==> src/rtl/plru_cache_ctrl.sv <==
// Control sequencer for a 4-way set-associative cache with 3-bit tree pseudo-LRU.
// Owns per-set PLRU/valid/dirty state and sequences write-back and line-fill with pmem.
module plru_cache_ctrl #(
    parameter int S_BITS = 3
) (
    input  logic              clk,
    input  logic              rst,
    input  logic              mem_read,
    input  logic              mem_write,
    input  logic [S_BITS-1:0] set_idx,
    input  logic [3:0]        hit,
    output logic [3:0]        valid_out,
    output logic              mem_resp,
    output logic [1:0]        way_sel,
    output logic              data_we,
    output logic              data_sel_fill,
    output logic              tag_we,
    output logic              pmem_addr_sel,
    output logic              pmem_read,
    output logic              pmem_write,
    input  logic              pmem_resp
);
    localparam int NUM_SETS = 1 << S_BITS;

    typedef enum logic [1:0] {IDLE, WB, FILL} state_t;

    state_t            state_q, state_d;
    logic [2:0]        plru_q  [NUM_SETS];
    logic [3:0]        valid_q [NUM_SETS];
    logic [3:0]        dirty_q [NUM_SETS];
    logic [1:0]        victim_q, victim_d;
    logic [S_BITS-1:0] set_q, set_d;

    logic       req, is_wr;
    logic [1:0] hit_w, miss_victim;
    logic       plru_upd, dirty_hit, wb_done, fill_done;

    function automatic logic [1:0] hit_way(input logic [3:0] h);
        if (h[3])      return 2'd3;
        else if (h[2]) return 2'd2;
        else if (h[1]) return 2'd1;
        else           return 2'd0;
    endfunction

    function automatic logic [1:0] pick_victim(input logic [3:0] v, input logic [2:0] p);
        if (!v[0])      return 2'd0;
        else if (!v[1]) return 2'd1;
        else if (!v[2]) return 2'd2;
        else if (!v[3]) return 2'd3;
        else if (!p[2]) return {1'b0, p[1]};
        else            return {1'b1, p[0]};
    endfunction

    // Point every node on the path away from the way just used.
    function automatic logic [2:0] plru_touch(input logic [2:0] p, input logic [1:0] w);
        case (w)
            2'd0:    return {2'b11, p[0]};
            2'd1:    return {2'b10, p[0]};
            2'd2:    return {1'b0, p[1], 1'b1};
            default: return {1'b0, p[1], 1'b0};
        endcase
    endfunction

    assign req         = mem_read | mem_write;
    assign is_wr       = mem_write;
    assign hit_w       = hit_way(hit);
    assign miss_victim = pick_victim(valid_q[set_idx], plru_q[set_idx]);
    assign valid_out   = valid_q[set_idx];

    always_comb begin
        state_d       = state_q;
        victim_d      = victim_q;
        set_d         = set_q;
        mem_resp      = 1'b0;
        way_sel       = 2'd0;
        data_we       = 1'b0;
        data_sel_fill = 1'b0;
        tag_we        = 1'b0;
        pmem_addr_sel = 1'b0;
        pmem_read     = 1'b0;
        pmem_write    = 1'b0;
        plru_upd      = 1'b0;
        dirty_hit     = 1'b0;
        wb_done       = 1'b0;
        fill_done     = 1'b0;
        case (state_q)
            IDLE: begin
                if (req && |hit) begin
                    mem_resp = 1'b1;
                    way_sel  = hit_w;
                    plru_upd = 1'b1;
                    if (is_wr) begin
                        data_we   = 1'b1;
                        dirty_hit = 1'b1;
                    end
                end else if (req) begin
                    victim_d = miss_victim;
                    set_d    = set_idx;
                    state_d  = (valid_q[set_idx][miss_victim] && dirty_q[set_idx][miss_victim])
                               ? WB : FILL;
                end
            end
            WB: begin
                pmem_write    = 1'b1;
                pmem_addr_sel = 1'b1;
                way_sel       = victim_q;
                if (pmem_resp) begin
                    wb_done = 1'b1;
                    state_d = FILL;
                end
            end
            FILL: begin
                pmem_read = 1'b1;
                way_sel   = victim_q;
                if (pmem_resp) begin
                    data_we       = 1'b1;
                    data_sel_fill = 1'b1;
                    tag_we        = 1'b1;
                    fill_done     = 1'b1;
                    state_d       = IDLE;
                end
            end
            default: state_d = IDLE;
        endcase
    end

    // The set latched on a miss governs WB/FILL bookkeeping, not the live set_idx.
    always_ff @(posedge clk) begin
        if (rst) begin
            state_q  <= IDLE;
            victim_q <= 2'd0;
            set_q    <= '0;
            for (int i = 0; i < NUM_SETS; i++) begin
                plru_q[i]  <= 3'b000;
                valid_q[i] <= 4'b0000;
                dirty_q[i] <= 4'b0000;
            end
        end else begin
            state_q  <= state_d;
            victim_q <= victim_d;
            set_q    <= set_d;
            if (plru_upd)
                plru_q[set_idx] <= plru_touch(plru_q[set_idx], hit_w);
            if (dirty_hit)
                dirty_q[set_idx][hit_w] <= 1'b1;
            if (wb_done)
                dirty_q[set_q][victim_q] <= 1'b0;
            if (fill_done) begin
                valid_q[set_q][victim_q] <= 1'b1;
                dirty_q[set_q][victim_q] <= 1'b0;
            end
        end
    end
endmodule

==> config.mk <==
export PLATFORM = sky130hd
export DESIGN_NAME = plru_cache_ctrl
export DESIGN_NICKNAME = d
export VERILOG_FILES = /design/src/rtl/plru_cache_ctrl.sv
export SDC_FILE = /design/constraint.sdc
export NUM_CORES = 1
export LEC_CHECK = 0
export BUFFER_PORTS_ARGS = -buffer_cell sky130_fd_sc_hd__buf_2
export CELL_PAD_IN_SITES_DETAIL_PLACEMENT = 0
export CELL_PAD_IN_SITES_GLOBAL_PLACEMENT = 1
export CORE_MARGIN = 2
export CORE_UTILIZATION = 45
export CTS_BUF_LIST = sky130_fd_sc_hd__clkbuf_8
export DETAILED_ROUTE_END_ITERATION = 16
export HOLD_SLACK_MARGIN = 0.02
export PLACE_DENSITY = 0.82
export SYNTH_ARGS = -nofsm -noshare
export SYNTH_HDL_FRONTEND = slang
export SYNTH_SLANG_ARGS = --single-unit
==> constraint.sdc <==
create_clock -name clk -period 3.2 [get_ports clk]
set_input_delay 0.16 -clock clk [delete_from_list [all_inputs] [get_ports clk]]
set_output_delay 0.16 -clock clk [all_outputs]
set_load 0.03 [all_outputs]
# ---- Yosys cells after proc, flatten, opt, wreduce, memory -nomap -nowiden
# Memories as Yosys holds them, arrays and structs flattened.
# Index checks and enable logic that the tools add are counted.
dict set report word_totals {
  register_bits 7
  ram_bits 88
  input_bits 12
  output_inout_bits 13
  word_cells 107
  memories 3
}
dict set report classes {
  magnitude_cmp 5
  eq_ne 8
  muxes 68
  n_bitwise 6
  reduce_logical 14
}
# name words width rd rd_ports_with_merged_regs wr line
set memory_table {}
lappend memory_table {dirty_q 8 4 1 0 8 30} ;# logic [3:0] dirty_q [NUM_SETS];
lappend memory_table {valid_q 8 4 1 0 8 29} ;# logic [3:0] valid_q [NUM_SETS];
lappend memory_table {plru_q 8 3 1 0 8 28} ;# logic [2:0] plru_q [NUM_SETS];
# cell count
set ops {}
lappend ops {{$mux 4} 9}
lappend ops {{$mux 1} 31}
lappend ops {{$mux 2} 13}
lappend ops {{$mux 3} 7}
lappend ops {{$reduce_or 4->1} 4}
lappend ops {{$lt 2x3->1 const B} 3}
lappend ops {{$pmux 3 s3} 1}
lappend ops {{$ne 2x2->1 const B} 4}
lappend ops {{$pmux 2 s3} 1}
lappend ops {{$or 1x1->1} 5}
lappend ops {{$bmux 1 s2} 2}
lappend ops {{$demux 1 s2} 2}
lappend ops {{$eq 2x1->1 const B} 2}
lappend ops {{$eq 2x2->1 const B} 2}
lappend ops {{$ge 2x1->1 const B} 2}
lappend ops {{$logic_and 1x1->1} 4}
lappend ops {{$logic_not 2->1} 2}
lappend ops {{$pmux 2 s2} 1}
lappend ops {{$reduce_and 4->1} 1}
lappend ops {{$reduce_and 3->1} 1}
lappend ops {{$reduce_or 3->1} 1}
lappend ops {{$pmux 1 s2} 1}
lappend ops {{$reduce_or 2->1} 1}
lappend ops {{$not 1->1} 1}

# ---- Longest topological paths before layout
# An unclocked memory read counts as a cell.
dict set report logic_depth {
  ltp_word 13
  mapped_depth 11
  depth_no_buf 8
}

# ---- Worst setup path after synthesis
# No wires, ideal clock.
dict set report synth_path {
  path_kind {register to register}
  startpoint {register state_q[1]}
  endpoint {memory dirty_q[0][3] (enable)}
  setup_ns 0.306
  t_arrival_ns 2.278
  required_ns 2.894
  setup_slack_ns 0.615
  stages_incl_launch_ff 9
  path_buffers 1
  period_less_slack_ns 2.585
  cell_sequence {dfxtp_1 -> inv_1 -> ha_1 -> nor2_1 -> nor3b_1 -> buf_1 -> mux2i_1 -> nand3_1 -> o21bai_1}
}
# element line
set synth_rtl {}
lappend synth_rtl {{from (decl)} 27} ;# state_t state_q, state_d;
lappend synth_rtl {{from (signal assigned)} 139} ;# state_q <= state_d;
lappend synth_rtl {{to (decl)} 30}

==> results.py <==
metrics = {
    "routing": {
        "dr.pass1.iters": 4,
        "wirelength_mm": 10.62,
        "ant_nets": 0,
        "viasPerCell": 5.559,
        "drt_iter0_drc": 193,
        "drcViolationCount": 0,
        "wire_per_inst_um": 17.11,
        "vias": 3452,
    },
    "yosys": {
        "synth_area_per_cell_um2": 10.36,
        "synthArstFlopShare_pct": 0,
        "post-synth-top-count-cell": "nor2_1",
        "synthTopCellsByCount": "nor2_1 (76), edfxtp_1 (56), dfxtp_1 (39), inv_1 (35)",
        "yosys_warnings": 0,
        "synth_cell_types": 48,
        "synth_flop_cell": "edfxtp_1",
        "ys_seq_area_share_pct": 51.42,
        "synth_top_area_share_pct": 35.12,
        "ys_top_cells_by_area": "edfxtp_1 (35%), dfxtp_1 (16%), mux4_2 (6.6%)",
        "synth_edf_count": 56,
        "synth_largest_area_cell": "edfxtp_1",
        "synthesis.nets": 478,
        "yosys_register_bits": 95,
        "mappedNetlistArea_um2": 4788,
        "synthCells": 462,
    },
    "finish": {
        "fillerInstances": 960,
        "diodes": 0,
        "area_growth_pct": 8.806,
        "drive_gt1_share_pct": 15.88,
        "finalInstanceArea_um2": 5210,
        "nNetsFinal": 496,
    },
    "critical_path": {
        "critPathMaxFanout": 9,
        "reg2reg_from": "state_q[1]",
        "worstPathRequired_ns": 3.26,
        "cpPeakStageDelay_ns": 0.49,
        "critPathKind": "reg -> reg",
        "reg2regPathDepth": 8,
        "cp_slowest_cell": "mux2i_1",
        "reg2reg_setup_slack_ns": 0.57,
        "path_cells": "inv_1 > ha_1 > nor2_1 > nor3b_1 > buf_4 > mux2i_1 > nand3_1 > o21bai_1",
        "crit_arrival_ns": 2.69,
        "rr_endpoint": "dirty_q[4][2]",
        "startpoint_type": "register",
        "end_kind": "register",
    },
    "grt": {
        "grt-ovfl-total": 0,
        "grt_max_degree": 84,
        "grt_pass1_vias": 3327,
        "grt_pass1_wl_mm": 17.37,
        "grt_antenna_before_repair": 0,
        "grt_usage_pct": 19.49,
    },
    "job": {
        "cap_viol_max_count": 0,
    },
    "timing": {
        "max_freq_ghz": 0.3806,
        "min_period_ns": 2.627,
        "rsz0062_at_grt": "false",
        "slew_headroom_pct": 48.31,
        "drv_slew": 0,
        "clock_skew_ns": 0.01355,
        "max_slew.worst_pin.slew_ns": 0.7754,
        "hold_viol_final": 0,
        "setup_tns_ns": 0,
        "finalSetupViolCount": 0,
        "min_period_over_period_pct": 82.10,
    },
    "clocking": {
        "worstSkewPairLatency_ns": 0.36,
        "cts_sinks": 95,
        "post_cts_resize_count": 0,
        "cts-buffers-inserted": 9,
        "clkSlewWorstSetupHoldPaths_ns": 0.10,
        "cts_buffer_depth": 2,
        "h-tree-depth": 3,
        "holdBufCountCts": 0,
        "postCtsSetupRepairBufs": 0,
        "cts_root_buffer": "clkbuf_8",
        "cts_tree": "done",
    },
    "floorplanning": {
        "row_count": 37,
        "die_x_um": 107.2,
        "start_util_pct": 46.38,
        "core_um2": 10320,
        "die_area_um2": 11480,
        "num_io_pins": 25,
        "die_h_um": 107.2,
    },
    "pwr": {
        "power_density_nw_per_um2": 453.9,
        "p_int_mw": 1.719,
        "ir_worst_vdd_uv": 287.9,
        "combPwrFrac_pct": 12.6,
        "p_sw_uw": 645.8,
        "clkPwrFrac_pct": 30.9,
        "p_leak_nw": 1.801,
        "p_seq_share_pct": 56.5,
        "switching_share_pct": 27.31,
    },
    "min_path": {
        "hold_depth": 5,
        "hp-start": "pmem_resp",
        "hold_class": "in -> reg",
        "hold_end": "state_q[0]",
    },
    "placement": {
        "hpwl_mm": 7.364,
        "place_congestion": 0.8387,
        "place_area_um2": 5026,
        "port_buffers": 24,
    },
    "outcome": {
        "status": "complete, no violations",
    },
}
==> area by class of cell <==
cell class | instances | area (µm²) | share of cell area (%)
Sequential cell | 95 | 2462 | 47.26
Tap cell | 136 | 170.2 | 3.266
Clock buffer | 9 | 123.9 | 2.378
Multi-Input combinational cell | 301 | 2048 | 39.31
Timing Repair Buffer | 35 | 202.7 | 3.890
Clock inverter | 7 | 60.06 | 1.153
Inverter | 38 | 142.6 | 2.738
==> power by group through the flow <==
| stage | sequential (mW) | clock, mW | combinational, mW |
|---|---|---|---|
| finish | 1.34 | 0.730 | 0.297 |
| floorplan | 1.36 | 0 | 0.225 |
| global route | 1.34 | 0.798 | 0.326 |
| detailed placement | 1.37 | 0 | 0.298 |
| CTS | 1.34 | 0.753 | 0.299 |
| global placement | 1.36 | 0 | 0.295 |
==> registers in the layout (all words and copies together), names as in the netlist <==
name and count:
plru_q 24, victim_q 2, dirty_q 32, set_q 3
valid_q 32, state_q 2
==> placed cells by master, fill, tap and decap left out, types with 5 or more instances in the layout <==
cell / n
nand2b_1: 11
nor2_1: 76
a21oi_1: 10
buf_4: 11
dfxtp_1: 39
mux4_2: 14
nand2_1: 27
mux2_2: 5
o21ai_0: 5
clkbuf_8: 9
nand3b_1: 8
inv_1: 36
o21bai_1: 33
nor2b_1: 7
buf_2: 24
edfxtp_1: 56
mux2i_1: 16
nand3_1: 13
o22ai_1: 33
==> worst max path at each step <==
stage | depth (start not counted) | start | slack (ns) | endpoint
6_report | 8 | state_q[1] | 0.57 | dirty_q[4][2]
5_1_grt | 8 | state_q[1] | 0.27 | dirty_q[4][1]
4_1_cts | 8 | state_q[1] | 0.59 | dirty_q[4][2]
3_5_place_dp | 8 | state_q[1] | 0.64 | dirty_q[4][2]
3_3_place_gp | 8 | state_q[1] | 0.68 | dirty_q[4][2]
2_1_floorplan | 8 | state_q[1] | 0.62 | dirty_q[0][3]
==> routing by layer <==
| layer | share of wire [%] | GRT usage [%] | up-vias | wire, µm |
|---|---|---|---|---|
| met5 | 0 | 0 | - | 0 |
| met4 | 1.9 | 6.772 | 0 | 199 |
| met3 | 4.1 | 2.857 | 14 | 431 |
| met2 | 50 | 32.41 | 75 | 5318 |
| met1 | 44 | 26.01 | 1664 | 4673 |
| li1 | - | - | 1699 | - |
==> through the flow <==
stage | util (%) | setup WS (ns) | hold WS, ns | cells | power, mW
after floorplan | - | 0.6154 | 0.4437 | 462 | 1.584
after global placement | 48.69 | 0.6800 | 0.4566 | 605 | 1.659
after detailed placement | 48.69 | 0.6357 | 0.4624 | 605 | 1.664
after CTS | 50.47 | 0.5856 | 0.2354 | 621 | 2.389
after global routing | 50.47 | 0.2674 | 0.2766 | 621 | 2.464
final | 50.47 | 0.5727 | 0.2470 | 621 | 2.365
==> cells by family (layout without fill, tap and decap cells) <==
group	Yosys count	in the layout	synth area share (%)
AOI/OAI and AO/OA	100	100	14.24
adders and majority gates	4	4	1.045
buffers and inverters	66	89	5.801
DFF	95	95	51.42
muxes	37	37	11.68
and+or+nand+nor	160	160	15.81
==> critical path, delay by kind of cell (launching register included) <==
kind	cells	cell delay [ns]
buf+inv	2	0.32
fa+ha+maj	1	0.24
flops	1	0.34
compound gates	1	0.26
simple gates	3	0.68
mux	1	0.49
Note: power is estimated with default switching activity, not from simulation.
